## config.mk

```make
export PLATFORM = sky130hd
export DESIGN_NAME = front_panel_loader
export DESIGN_NICKNAME = d
export VERILOG_FILES = /design/src/rtl/front_panel_loader.sv
export SDC_FILE = /design/constraint.sdc
export NUM_CORES = 1
export LEC_CHECK = 0
export BUFFER_PORTS_ARGS = -buffer_cell sky130_fd_sc_hd__buf_2
export CORE_UTILIZATION = 36
export CTS_BUF_LIST = sky130_fd_sc_hd__clkbuf_16
export DETAILED_ROUTE_END_ITERATION = 8
export GPL_TIMING_DRIVEN = 0
export PLACE_DENSITY = 0.6
export SYNTH_ARGS = -nofsm -noshare
export SYNTH_HDL_FRONTEND = slang
export SYNTH_SLANG_ARGS = --single-unit
export TNS_END_PERCENT = 1
```

## constraint.sdc

```tcl
create_clock -name CLK_12MHz -period 2 [get_ports CLK_12MHz]
set_input_delay 0 -clock CLK_12MHz [delete_from_list [all_inputs] [get_ports CLK_12MHz]]
set_output_delay 0 -clock CLK_12MHz [all_outputs]
set_load 0.02 [all_outputs]
```

## src/rtl/front_panel_loader.sv

```systemverilog
// rtl/front_panel_loader.sv - front-panel program loader: debounced buttons drive deposit/examine/run of CPU memory
// Optional deposit checksum is built only when LOADER_CHECKSUM_EN is defined.
module front_panel_loader #(
  parameter int DEBOUNCE_CYCLES = 12000,
  parameter int ADDR_W          = 8,
  parameter int DATA_W          = 8
) (
  input  logic              CLK_12MHz,
  input  logic              reset,
  input  logic [4:0]        btn_n,
  input  logic [DATA_W-1:0] dip_in,
  output logic [ADDR_W-1:0] mem_addr,
  output logic [DATA_W-1:0] mem_wdata,
  output logic              mem_we,
  output logic              mem_re,
  input  logic [DATA_W-1:0] mem_rdata,
  output logic              cpu_hold,
  output logic              cpu_start,
  output logic [DATA_W-1:0] display,
  output logic [DATA_W-1:0] checksum
);

  localparam int CNT_W = $clog2(DEBOUNCE_CYCLES + 1);

  typedef enum logic [2:0] {
    S_LOAD,
    S_WRITE,
    S_READ,
    S_CAPTURE,
    S_START,
    S_RUN
  } state_t;

  state_t state, state_nxt;

  logic [4:0]        btn_s1, btn_s2, btn_deb, btn_deb_q;
  logic [DATA_W-1:0] dip_s1, dip_s2;
  logic [CNT_W-1:0]  deb_cnt [5];
  logic [4:0]        press, press_sel;
  logic [ADDR_W-1:0] addr;

  // Two-flop synchronizers; buttons idle released (high).
  always_ff @(posedge CLK_12MHz) begin
    if (reset) begin
      btn_s1 <= '1;
      btn_s2 <= '1;
      dip_s1 <= '0;
      dip_s2 <= '0;
    end else begin
      btn_s1 <= btn_n;
      btn_s2 <= btn_s1;
      dip_s1 <= dip_in;
      dip_s2 <= dip_s1;
    end
  end

  always_ff @(posedge CLK_12MHz) begin
    if (reset) begin
      btn_deb   <= '1;
      btn_deb_q <= '1;
      for (int i = 0; i < 5; i++) deb_cnt[i] <= '0;
    end else begin
      btn_deb_q <= btn_deb;
      for (int i = 0; i < 5; i++) begin
        if (btn_s2[i] != btn_deb[i]) begin
          if (deb_cnt[i] == CNT_W'(DEBOUNCE_CYCLES - 1)) begin
            btn_deb[i] <= btn_s2[i];
            deb_cnt[i] <= '0;
          end else begin
            deb_cnt[i] <= deb_cnt[i] + CNT_W'(1);
          end
        end else begin
          deb_cnt[i] <= '0;
        end
      end
    end
  end

  // Lowest set bit wins: SETADDR has top priority, STOP the lowest.
  assign press     = btn_deb_q & ~btn_deb;
  assign press_sel = press & (~press + 5'd1);

  always_ff @(posedge CLK_12MHz) begin
    if (reset) state <= S_LOAD;
    else       state <= state_nxt;
  end

  always_comb begin
    state_nxt = state;
    case (state)
      S_LOAD: begin
        if (press_sel[1])      state_nxt = S_WRITE;
        else if (press_sel[2]) state_nxt = S_READ;
        else if (press_sel[3]) state_nxt = S_START;
      end
      S_WRITE:   state_nxt = S_LOAD;
      S_READ:    state_nxt = S_CAPTURE;
      S_CAPTURE: state_nxt = S_LOAD;
      S_START:   state_nxt = S_RUN;
      S_RUN:     if (press_sel[4]) state_nxt = S_LOAD;
      default:   state_nxt = S_LOAD;
    endcase
  end

  // Strobes and hold are registered from the next state so they align with it.
  always_ff @(posedge CLK_12MHz) begin
    if (reset) begin
      mem_we    <= 1'b0;
      mem_re    <= 1'b0;
      cpu_start <= 1'b0;
      cpu_hold  <= 1'b1;
    end else begin
      mem_we    <= (state_nxt == S_WRITE);
      mem_re    <= (state_nxt == S_READ);
      cpu_start <= (state_nxt == S_START);
      cpu_hold  <= !((state_nxt == S_START) || (state_nxt == S_RUN));
    end
  end

  always_ff @(posedge CLK_12MHz) begin
    if (reset) begin
      addr    <= '0;
      display <= '0;
    end else begin
      case (state)
        S_LOAD: begin
          if (press_sel[0]) begin
            addr    <= ADDR_W'(dip_s2);
            display <= dip_s2;
          end
        end
        S_WRITE: begin
          addr    <= addr + ADDR_W'(1);
          display <= dip_s2;
        end
        S_CAPTURE: begin
          addr    <= addr + ADDR_W'(1);
          display <= mem_rdata;
        end
        default: ;
      endcase
    end
  end

  assign mem_addr  = addr;
  assign mem_wdata = dip_s2;

`ifdef LOADER_CHECKSUM_EN
  logic [DATA_W-1:0] cksum;

  always_ff @(posedge CLK_12MHz) begin
    if (reset)                            cksum <= '0;
    else if (state == S_LOAD && press_sel[0]) cksum <= '0;
    else if (state == S_WRITE)            cksum <= cksum + dip_s2;
  end

  assign checksum = cksum;
`else
  assign checksum = '0;
`endif

endmodule

```

Word level (Yosys, flattened, before mapping). Memory sizes are Yosys's and may differ from the RTL's. Cells that the tools add are included.

Reductions and logical operators: 13. Bitwise logic cells: 19. Multiplexer cells: 80. Equality and inequality tests: 20. $add $sub $neg: 7.

Operator list (number): 2-to-1 mux 14 bit (15); adder 14 x 1 -> 14 bit, second input constant (5); equality test 14 bit, second input constant (5); 2-to-1 mux 1 bit (57); one-hot mux 8 bit (3 select lines) (1); one-hot mux 8 bit (2 select lines) (1); bitwise OR 1 bit (15); AND reduction 2 bit (7); equality test 3 bit, second input constant (4); 2-to-1 mux 3 bit (4); one-hot mux 3 bit (4 select lines) (1); bitwise AND 5 bit (2); NOT 5 bit (2); equality test 3 x 2 -> 1 bit, second input constant (3); adder 8 x 1 -> 8 bit, second input constant (1); 2-to-1 mux 8 bit (1); equality test 3 x 1 -> 1 bit, second input constant (2); adder 5 x 1 -> 5 bit, second input constant (1); inequality test 1 bit (5); zero test 3 bit (1); nonzero test 3 bit (1); inequality test 2 bit, second input constant (1); nonzero test 2 bit (1); OR reduction 2 bit (1); other kinds (2) (2).

RAM bits: 70. Logic and storage cells: 157. Flip-flop bits (word level): 59. Memories kept: 1. Bits of input ports: 23.

Memories: deb_cnt (depth 5, width 14, rd ports 5, clocked after Yosys merged registers in 0, wr ports 5, line 38) `logic [CNT_W-1:0] deb_cnt [5];`.

Logic depth before layout (Yosys ltp). Gate-level depths: netlist (run 1).

Depth after elaboration: 12. Gate-level depth with buffers: 7. Depth with buffers taken out: 5.

Worst setup path before layout (run 1). OpenSTA, ideal clock, no wires.

Path type: reg-to-reg. From: mem deb_cnt[3][12] in the netlist's numbering. To: mem deb_cnt[3][9] in the netlist's numbering (data pin). Clock period less this slack: 1747 ps. Arrival time: 1493 ps. Buffers on the path: 1. Library setup time: 254 ps. Required time: 1746 ps. Slack: 253 ps. Stages on the path, launching flop included: 6. Path through: edfxtp_1 or4b_1 nor4_2 or2_2 buf_4 nor2_1.

RTL lines (line): start, declared (38).

==> metrics.csv, run 1 <==
stage;metric;value;unit
clock_tree;CTS tree;built;
synthesis;most common flop cell mapped by yosys;edfxtp_1;
timing;Final Hold Fails;0;
global_routing;pin count of the biggest net entering global routing;17;
timing;setup violators final;0;
synthesis;Avg Cell Area, Syn;10.41;sq um
floorplanning;Die X;131.4;um
critical_path;worst path cell trace;or4b_4, nor4_4, or2_4, buf_8, nor2_1;
synthesis;register bit total from synthesis;129;
floorplanning;# IOs;59;
critical_path;Startpoint Class;flip-flop;
clock_tree;number of buffers inserted during clock tree synthesis;17;
global_routing;vias in the first global route;4518;
place;Post-DP Area;0.006828;sq mm
critical_path;RR Startpoint;deb_cnt[3][8];
power_and_ir_drop;Peak VDD IR;0.6421;mV
critical_path;crit end category;flip-flop;
hold_path;Worst Hold Class;input port to flip-flop;
critical_path;Buf/Inv on CP;1;
power_and_ir_drop;Pwr Total;0.006127;W
clock_tree;clk slew on worst S/H paths;60;ps
clock_tree;CTS Root Cell;clkbuf_16;
drt;WL per Instance;12.42;um
timing;slew margin rel.;64.95;%
power_and_ir_drop;leakage dissipation;2.937;nW
timing;hold_ws;44.93;ps
critical_path;R2R cell count;5;
synthesis;Cells after Synth;579;
timing;maximum clock rate;0.5163;GHz
drt;post-route antenna net violation count;0;
critical_path;CP delay by family, top;simple AND/OR/NAND/NOR gates;
drt;DRC errors left;0;
finish;Finished Core Util;47.74;%
critical_path;CP peak stage delay;560;ps
global_routing;initial antenna violation count;0;
synthesis;synth unique cells;60;
critical_path;crit path max fanout;10;
critical_path;critical path class;flip-flop to flip-flop;
hold_path;Worst Hold Path EP;state[1];
finish;synth-to-layout area growth;27.65;%
place;IO Port Bufs;49;
finish;share of cells above drive strength 1;18.22;%
critical_path;flop2flop setup slack;60;ps
drt;initial DRC count;166;
timing;Clock Skew;10.41;ps
place;dpl cells;920;
hold_path;hold path depth;2;
finish;FILL cells;1527;
synthesis;sequential area share after synthesis;54.47;%
synthesis;post-synthesis cell area;0.006027;sq mm
drt;Vias/cell;4.659;
floorplanning;Die Ht;131.4;um
floorplanning;Core ar.;0.01612;sq mm
critical_path;WP data required;2170;ps
clock_tree;worst skew pair latency;410;ps
synthesis;biggest area consumer among synthesized cells;edfxtp_1;
floorplanning;die footprint;0.01726;sq mm
timing;RSZ-0062 raised after global routing;yes;
timing;period utilization;96.84;%
place;DP Wirelength;8536;um
finish;ANT cells;0;
global_routing;first-pass GRT wire length;20630;um
finish;multi-input logic area;0.002843;sq mm
run_status;status;finished, final reports clean;
floorplanning;Rows;46;
hold_path;worst hold path startpoint;reset;
synthesis;Synth area leaders;edfxtp_1, dfxtp_1, nor2_1, xnor2_1, xor2_1;
global_routing;grt ovf;0;
critical_path;worst r2r dst;deb_cnt[3][12];
synthesis;Synth top area share;34.88;%
finish;Sequential cell area;0.003283;sq mm
critical_path;Slowest-stage cell, CP;or4b_4;
place;GPL Wtd Cong;0.8634;
drt;Routed WL;12160;um
finish;Final Instance Area;0.007694;sq mm
synthesis;EDFF count, synth;70;
timing;Final min period;1937;ps
drt;Initial DRT Pass Iterations;4;
clock_tree;clock buffer depth;2;
global_routing;GRT Util Overall;14.77;%
finish;Non-Filler Instances;979;
floorplanning;Initial Utilization;37.40;%
drt;vias;4561;
synthesis;fraction of registers with async set/reset;0;%
power_and_ir_drop;Power per Cell Area;796.3;mW/mm^2
job;Max-Cap Viols;0;
clock_tree;count of clock tree sinks;129;
synthesis;Synth warnings;0;
timing;max-slew violations;0;
clock_tree;H-tree levels;4;
critical_path;worst path arrival time;2100;ps
timing;Slew @ Worst Pin;525.7;ps
finish;nets;780;
-- cells in the final DEF (no fill, tap or decap), types with 4 or more instances in the layout --
| master | instances |
|---|---|
| inv_1 | 14 |
| nand3_1 | 35 |
| dlygate4sd3_1 | 21 |
| a311oi_1 | 8 |
| nor3_1 | 17 |
| clkbuf_1 | 10 |
| o21ai_0 | 6 |
| conb_1 | 78 |
| nand4_1 | 20 |
| nor2_1 | 94 |
| edfxtp_1 | 70 |
| and3_1 | 5 |
| clkbuf_16 | 19 |
| or2_2 | 15 |
| and4_1 | 9 |
| xor2_1 | 30 |
| nor2b_1 | 18 |
| a21oi_1 | 6 |
| dfxtp_1 | 59 |
| ha_1 | 6 |
| buf_4 | 16 |
| nand2_1 | 39 |
| xnor2_1 | 36 |
| nor4_1 | 9 |
| inv_4 | 4 |
| buf_2 | 53 |
-- Yosys cell counts, types with 6 or more instances --
library cell,count
xnor2_1,36
a21oi_1,6
nor2_1,94
nand3_1,35
o21ai_0,6
edfxtp_1,70
nor4_1,9
buf_4,10
inv_1,13
buf_2,6
ha_1,6
a311oi_1,8
nor2b_1,18
or2_2,17
xor2_1,30
dfxtp_1,59
and4_1,10
nand4_1,20
clkbuf_1,10
nor3_1,17
nand2_1,40
-- sequential cells by signal (all words and copies together), names as in the netlist --
name and count:
btn_deb 5, btn_deb_q 5, btn_s1 5, btn_s2 5, cpu_hold 1, cpu_start 1
deb_cnt 70, dip_s1 8, display 8, mem_addr 8, mem_re 1, mem_wdata 8
mem_we 1, state 3
-- worst register-to-register path, cell delays in order, from the launching register on --
cell	delay, ps
edfxtp_1	430
or4b_4	560
nor4_4	320
or2_4	200
buf_8	130
nor2_1	50
-- through the flow --
stage	TNS, ps	worst slack, ps
final	0	63.22
after global routing	-344.5	-46.16
after CTS	0	35.90
after detailed placement	-537.9	-59.02
after global placement	-373.4	-42.40
after floorplan	0	252.6
-- layer usage --
metal / up-vias / global-route usage, % / routed length [um]
met5: - / 0 / 0
met4: 0 / 6.654 / 203
met3: 19 / 4.167 / 489
met2: 85 / 24.59 / 6022
met1: 2133 / 17.68 / 5443
li1: 2324 / - / -
-- layout make-up --
| type | count | area share (%) |
|---|---|---|
| multi-input cells | 484 | 36.95 |
| plain buffers | 29 | 2.456 |
| clock buffers | 19 | 6.180 |
| repair buffers | 77 | 6.603 |
| inverters | 13 | 0.6342 |
| well taps | 216 | 3.513 |
| clock inverters | 12 | 0.9920 |
| flip-flops and latches | 129 | 42.67 |
-- cells by family (layout without fill, tap and decap cells) --
kind of cell / count (synthesis) / after routing / share of synthesized area (%)
xor gates and xnor gates: 66 / 66 / 9.591
buffers and inverters: 42 / 150 / 3.737
adders and majority gates: 6 / 6 / 1.246
AOI/OAI and AO/OA: 43 / 43 / 5.834
muxes: 1 / 1 / 0.1661
other: 2 / 78 / 0.1246
and+or+nand+nor: 290 / 290 / 24.83
DFF: 129 / 129 / 54.47
-- worst max path at each step --
stage | to | slack (ps) | start | cells after the start
5_1_grt | deb_cnt[3][10] | -50 | deb_cnt[3][8] | 5
2_1_floorplan | deb_cnt[3][9] | 250 | deb_cnt[3][12] | 5
6_report | deb_cnt[3][12] | 60 | deb_cnt[3][8] | 5
3_5_place_dp | deb_cnt[0][6] | -60 | deb_cnt[0][0] | 6
4_1_cts | deb_cnt[4][10] | 40 | deb_cnt[4][0] | 6
3_3_place_gp | deb_cnt[0][13] | -40 | deb_cnt[0][0] | 6
-- power breakdown --
group          internal, W  leakage, nW  switching, W
clock              0.00172        0.287       0.00116
sequential         0.00288         1.20     0.0000774
combinational     0.000137         1.45      0.000155
-- repair_timing --
item	in CTS	in global routing
endpoints found under the hold margin	21	0
hold buffers	21	0
pin swaps	1	2
setup endpoints to repair	11	44
setup buffers	1	6
gates resized for setup	2	10
Note: power is estimated with default switching activity, not from simulation.
==> run 2, diff against run 1 <==
ABC_AREA = 1   (was unset)
==> run 2 against run 1 <==
Compared with the run above: clock power hardly changed; critical path type unchanged; core utilization decreased by 1.6 points; design area up 4.4%; final cell count rose by 23%; die area up 7.0%; register-to-register slack improved by 130 ps; clock-buffer cell count is 1 lower; sequential share of layout area is 1.8 points lower.
==> metrics.csv, run 2 <==
stage;metric;value;unit;change
critical_path;R2R cell count;7;;+2
finish;max reg flops;70;;unchanged
timing;setup violators final;0;;unchanged
clock_tree;cts repair resizes;0;;-2
global_routing;met2 usage;24.86;%;+0.27 points
synthesis;sequential area share after synthesis;50.86;%;-3.6 points
drt;post-route antenna net violation count;0;;unchanged
critical_path;worst path arrival time;1970;ps;-130 ps
critical_path;flop2flop setup slack;190;ps;+130 ps
critical_path;CP endpoint;deb_cnt[4][7];;
synthesis;most frequent cells after synthesis;nand2_1, inv_1, nor2_1;;
critical_path;CP startpoint;deb_cnt[4][0];;
clock_tree;clk slew on worst S/H paths;60;ps;about the same
clock_tree;number of buffers inserted during clock tree synthesis;17;;unchanged
finish;Final Instance Area;0.008033;sq mm;+4.4%
timing;setup TNS;0;ps;unchanged
timing;Final Hold Fails;0;;unchanged
global_routing;initial antenna violation count;0;;unchanged
clock_tree;count of clock tree sinks;129;;unchanged
synthesis;Avg Cell Area, Syn;8.049;sq um;-23%
drt;Initial DRT Pass Iterations;5;;+1
place;GPL Wtd Cong;0.8171;;-5.4%
timing;RSZ-0062 raised after global routing;no;;
drt;Vias/cell;4.473;;-4.0%
power_and_ir_drop;Power per Cell Area;760.4;mW/mm^2;-4.5%
floorplanning;die footprint;0.01847;sq mm;+7.0%
timing;period utilization;90.33;%;-6.5 points
place;DP Wirelength;9662;um;+13%
floorplanning;Initial Utilization;37.06;%;-0.34 points
drt;Routed WL;13100;um;+7.8%
finish;nets;997;;+28%
drt;initial DRC count;378;;+130%
synthesis;Synth area leaders;edfxtp_1, dfxtp_1, nand2_1, inv_1, nor2_1;;
job;Max-Cap Viols;0;;unchanged
global_routing;GRT Util Overall;15.14;%;+0.38 points
global_routing;busiest grt layer;met2;;
synthesis;most common flop cell mapped by yosys;edfxtp_1;;
timing;hold_ws;79.35;ps;+34.42 ps
floorplanning;Rows;48;;+4.3%
finish;Finished Core Util;46.12;%;-1.6 points
place;IO Port Bufs;50;;+2.0%
timing;max-slew violations;0;;unchanged
finish;commonest cells after routing, fill and taps aside;nand2_1, inv_1, nor2_1;;
clock_tree;CTS tree;built;;
global_routing;met1 Use GR;19.14;%;+1.5 points
timing;Slew @ Worst Pin;550.1;ps;+24.31 ps
finish;Biggest register;deb_cnt;;
clock_tree;H-tree levels;4;;unchanged
drt;DRC errors left;0;;unchanged
clock_tree;cts hold-fix bufs;21;;unchanged
finish;FILL cells;1735;;+14%
finish;synth-to-layout area growth;24.44;%;
timing;maximum clock rate;0.5535;GHz;+7.2%
synthesis;synth unique cells;40;;-33%
critical_path;critical path class;flip-flop to flip-flop;;
power_and_ir_drop;Pwr Total;0.006108;W;-0.31%
critical_path;crit path max fanout;10;;unchanged
power_and_ir_drop;Peak VDD IR;0.4845;mV;-25%
drt;vias;5395;;+18%
timing;Final min period;1807;ps;-130.2 ps
timing;Clock Skew;7.304;ps;-3.106 ps
synthesis;EDFF count, synth;70;;unchanged
synthesis;Synth warnings;0;;unchanged
place;Post-DP Area;0.007272;sq mm;+6.5%
synthesis;post-synthesis cell area;0.006455;sq mm;+7.1%
clock_tree;worst skew pair latency;420;ps;about the same
critical_path;Startpoint Class;flip-flop;;
hold_path;Worst Hold Class;input port to flip-flop;;
finish;share of cells above drive strength 1;13.56;%;-4.7 points
synthesis;Synth top area share;32.56;%;-2.3 points
critical_path;crit end category;flip-flop;;
global_routing;first-pass GRT wire length;22010;um;+6.7%
timing;slew margin rel.;63.33;%;-1.6 points
synthesis;register bit total from synthesis;129;;unchanged
drt;WL per Instance;10.87;um;-13%
floorplanning;# IOs;59;;unchanged
synthesis;most frequent cell after synthesis;nand2_1;;
power_and_ir_drop;leakage dissipation;3.579;nW;+22%
clock_tree;clock buffer depth;2;;unchanged
floorplanning;Core ar.;0.01742;sq mm;+8.1%
synthesis;biggest area consumer among synthesized cells;edfxtp_1;;
floorplanning;Die X;135.9;um;+3.4%
run_status;status;finished, final reports clean;;
floorplanning;Die Ht;135.9;um;+3.4%
critical_path;RR Startpoint;deb_cnt[4][0];;
global_routing;grt ovf;0;;unchanged
critical_path;worst r2r dst;deb_cnt[4][7];;
synthesis;Cells after Synth;802;;+39%
clock_tree;Post-CTS Setup Inserts;0;;-1
clock_tree;CTS Root Cell;clkbuf_16;;
finish;ANT cells;0;;unchanged
global_routing;vias in the first global route;4892;;+8.3%
synthesis;fraction of registers with async set/reset;0;%;unchanged
finish;most common cell after layout, fill and taps aside;nand2_1;;
critical_path;WP data required;2170;ps;about the same
global_routing;pin count of the biggest net entering global routing;17;;unchanged
global_routing;met3 Use GR;3.057;%;-1.1 points
run 2: cell types whose count changed in the layout (fill, tap and decap cells not counted), moves of 9 or more:
cell     delta
nand2_1   +139
inv_1      +94
a21oi_1    +42
xnor2_1    -32
nand3_1    +27
xor2_1     -19
nor2b_1    -18
o21ai_0    +17
nor3_1     +16
nor2_1     +11
and4_1      -9
nor4_1      -9
run 2: kinds of logic (layout without fill, tap and decap cells):
logic type                 Yosys count  after routing  share of synthesized area (%)
and+or+nand+nor                    431            431                          29.58
buffers and inverters              135            238                          8.994
DFF                                129            129                          50.86
AOI/OAI and AO/OA                   84             84                          7.249
xor gates and xnor gates            15             15                          2.035
adders and majority gates            6              6                          1.163
other                                2             78                         0.1163
run 2: metal layers:
| metal | vias to the layer above | part of all wire, % |
|---|---|---|
| met5 | - | 0 |
| met4 | 0 | 2.0 |
| met3 | 27 | 3.1 |
| met2 | 95 | 47 |
| met1 | 2398 | 48 |
| li1 | 2875 | - |
run 2: worst min path at each step:
stage,slack (ps),cells past startpoint,from,to
final,80,4,reset,deb_cnt[2][10]
after floorplan,100,1,btn_n[0],btn_s1[0]
after global routing,100,4,reset,deb_cnt[2][10]
after global placement,190,2,btn_n[4],btn_s1[4]
after CTS,80,4,reset,deb_cnt[2][10]
after detailed placement,190,2,btn_n[4],btn_s1[4]
run 2: worst max-delay path: stages, from the launching register on:
cell,delay [ps]
edfxtp_1,380
ha_1,250
nand3_1,200
nor2_1,200
nand2_1,130
nand2_1,140
buf_4,200
a21oi_1,60
run 2: final cells by class:
type	instances	area, sq um	area share (%)
Multi-Input combinational cell	614	2877	35.81
Timing Repair Buffer	71	460.4	5.732
Clock buffer	18	450.4	5.607
Buffer	23	157.7	1.963
Clock inverter	14	100.1	1.246
Tap cell	225	281.5	3.505
Sequential cell	129	3283	40.87
Inverter	112	422.9	5.265
run 2: stage by stage:
stage	setup WS (ps)	cells
after CTS	176.9	1206
final	193.5	1206
after floorplan	483.7	878
after global placement	216.5	1153
after detailed placement	180.5	1153
after global routing	64.14	1206
run 2: where the power goes:
part,internal (W),switching (W)
clock,0.00167,0.00120
combinational,0.000118,0.000182
sequential,0.00288,0.0000646
total,0.00466,0.00145
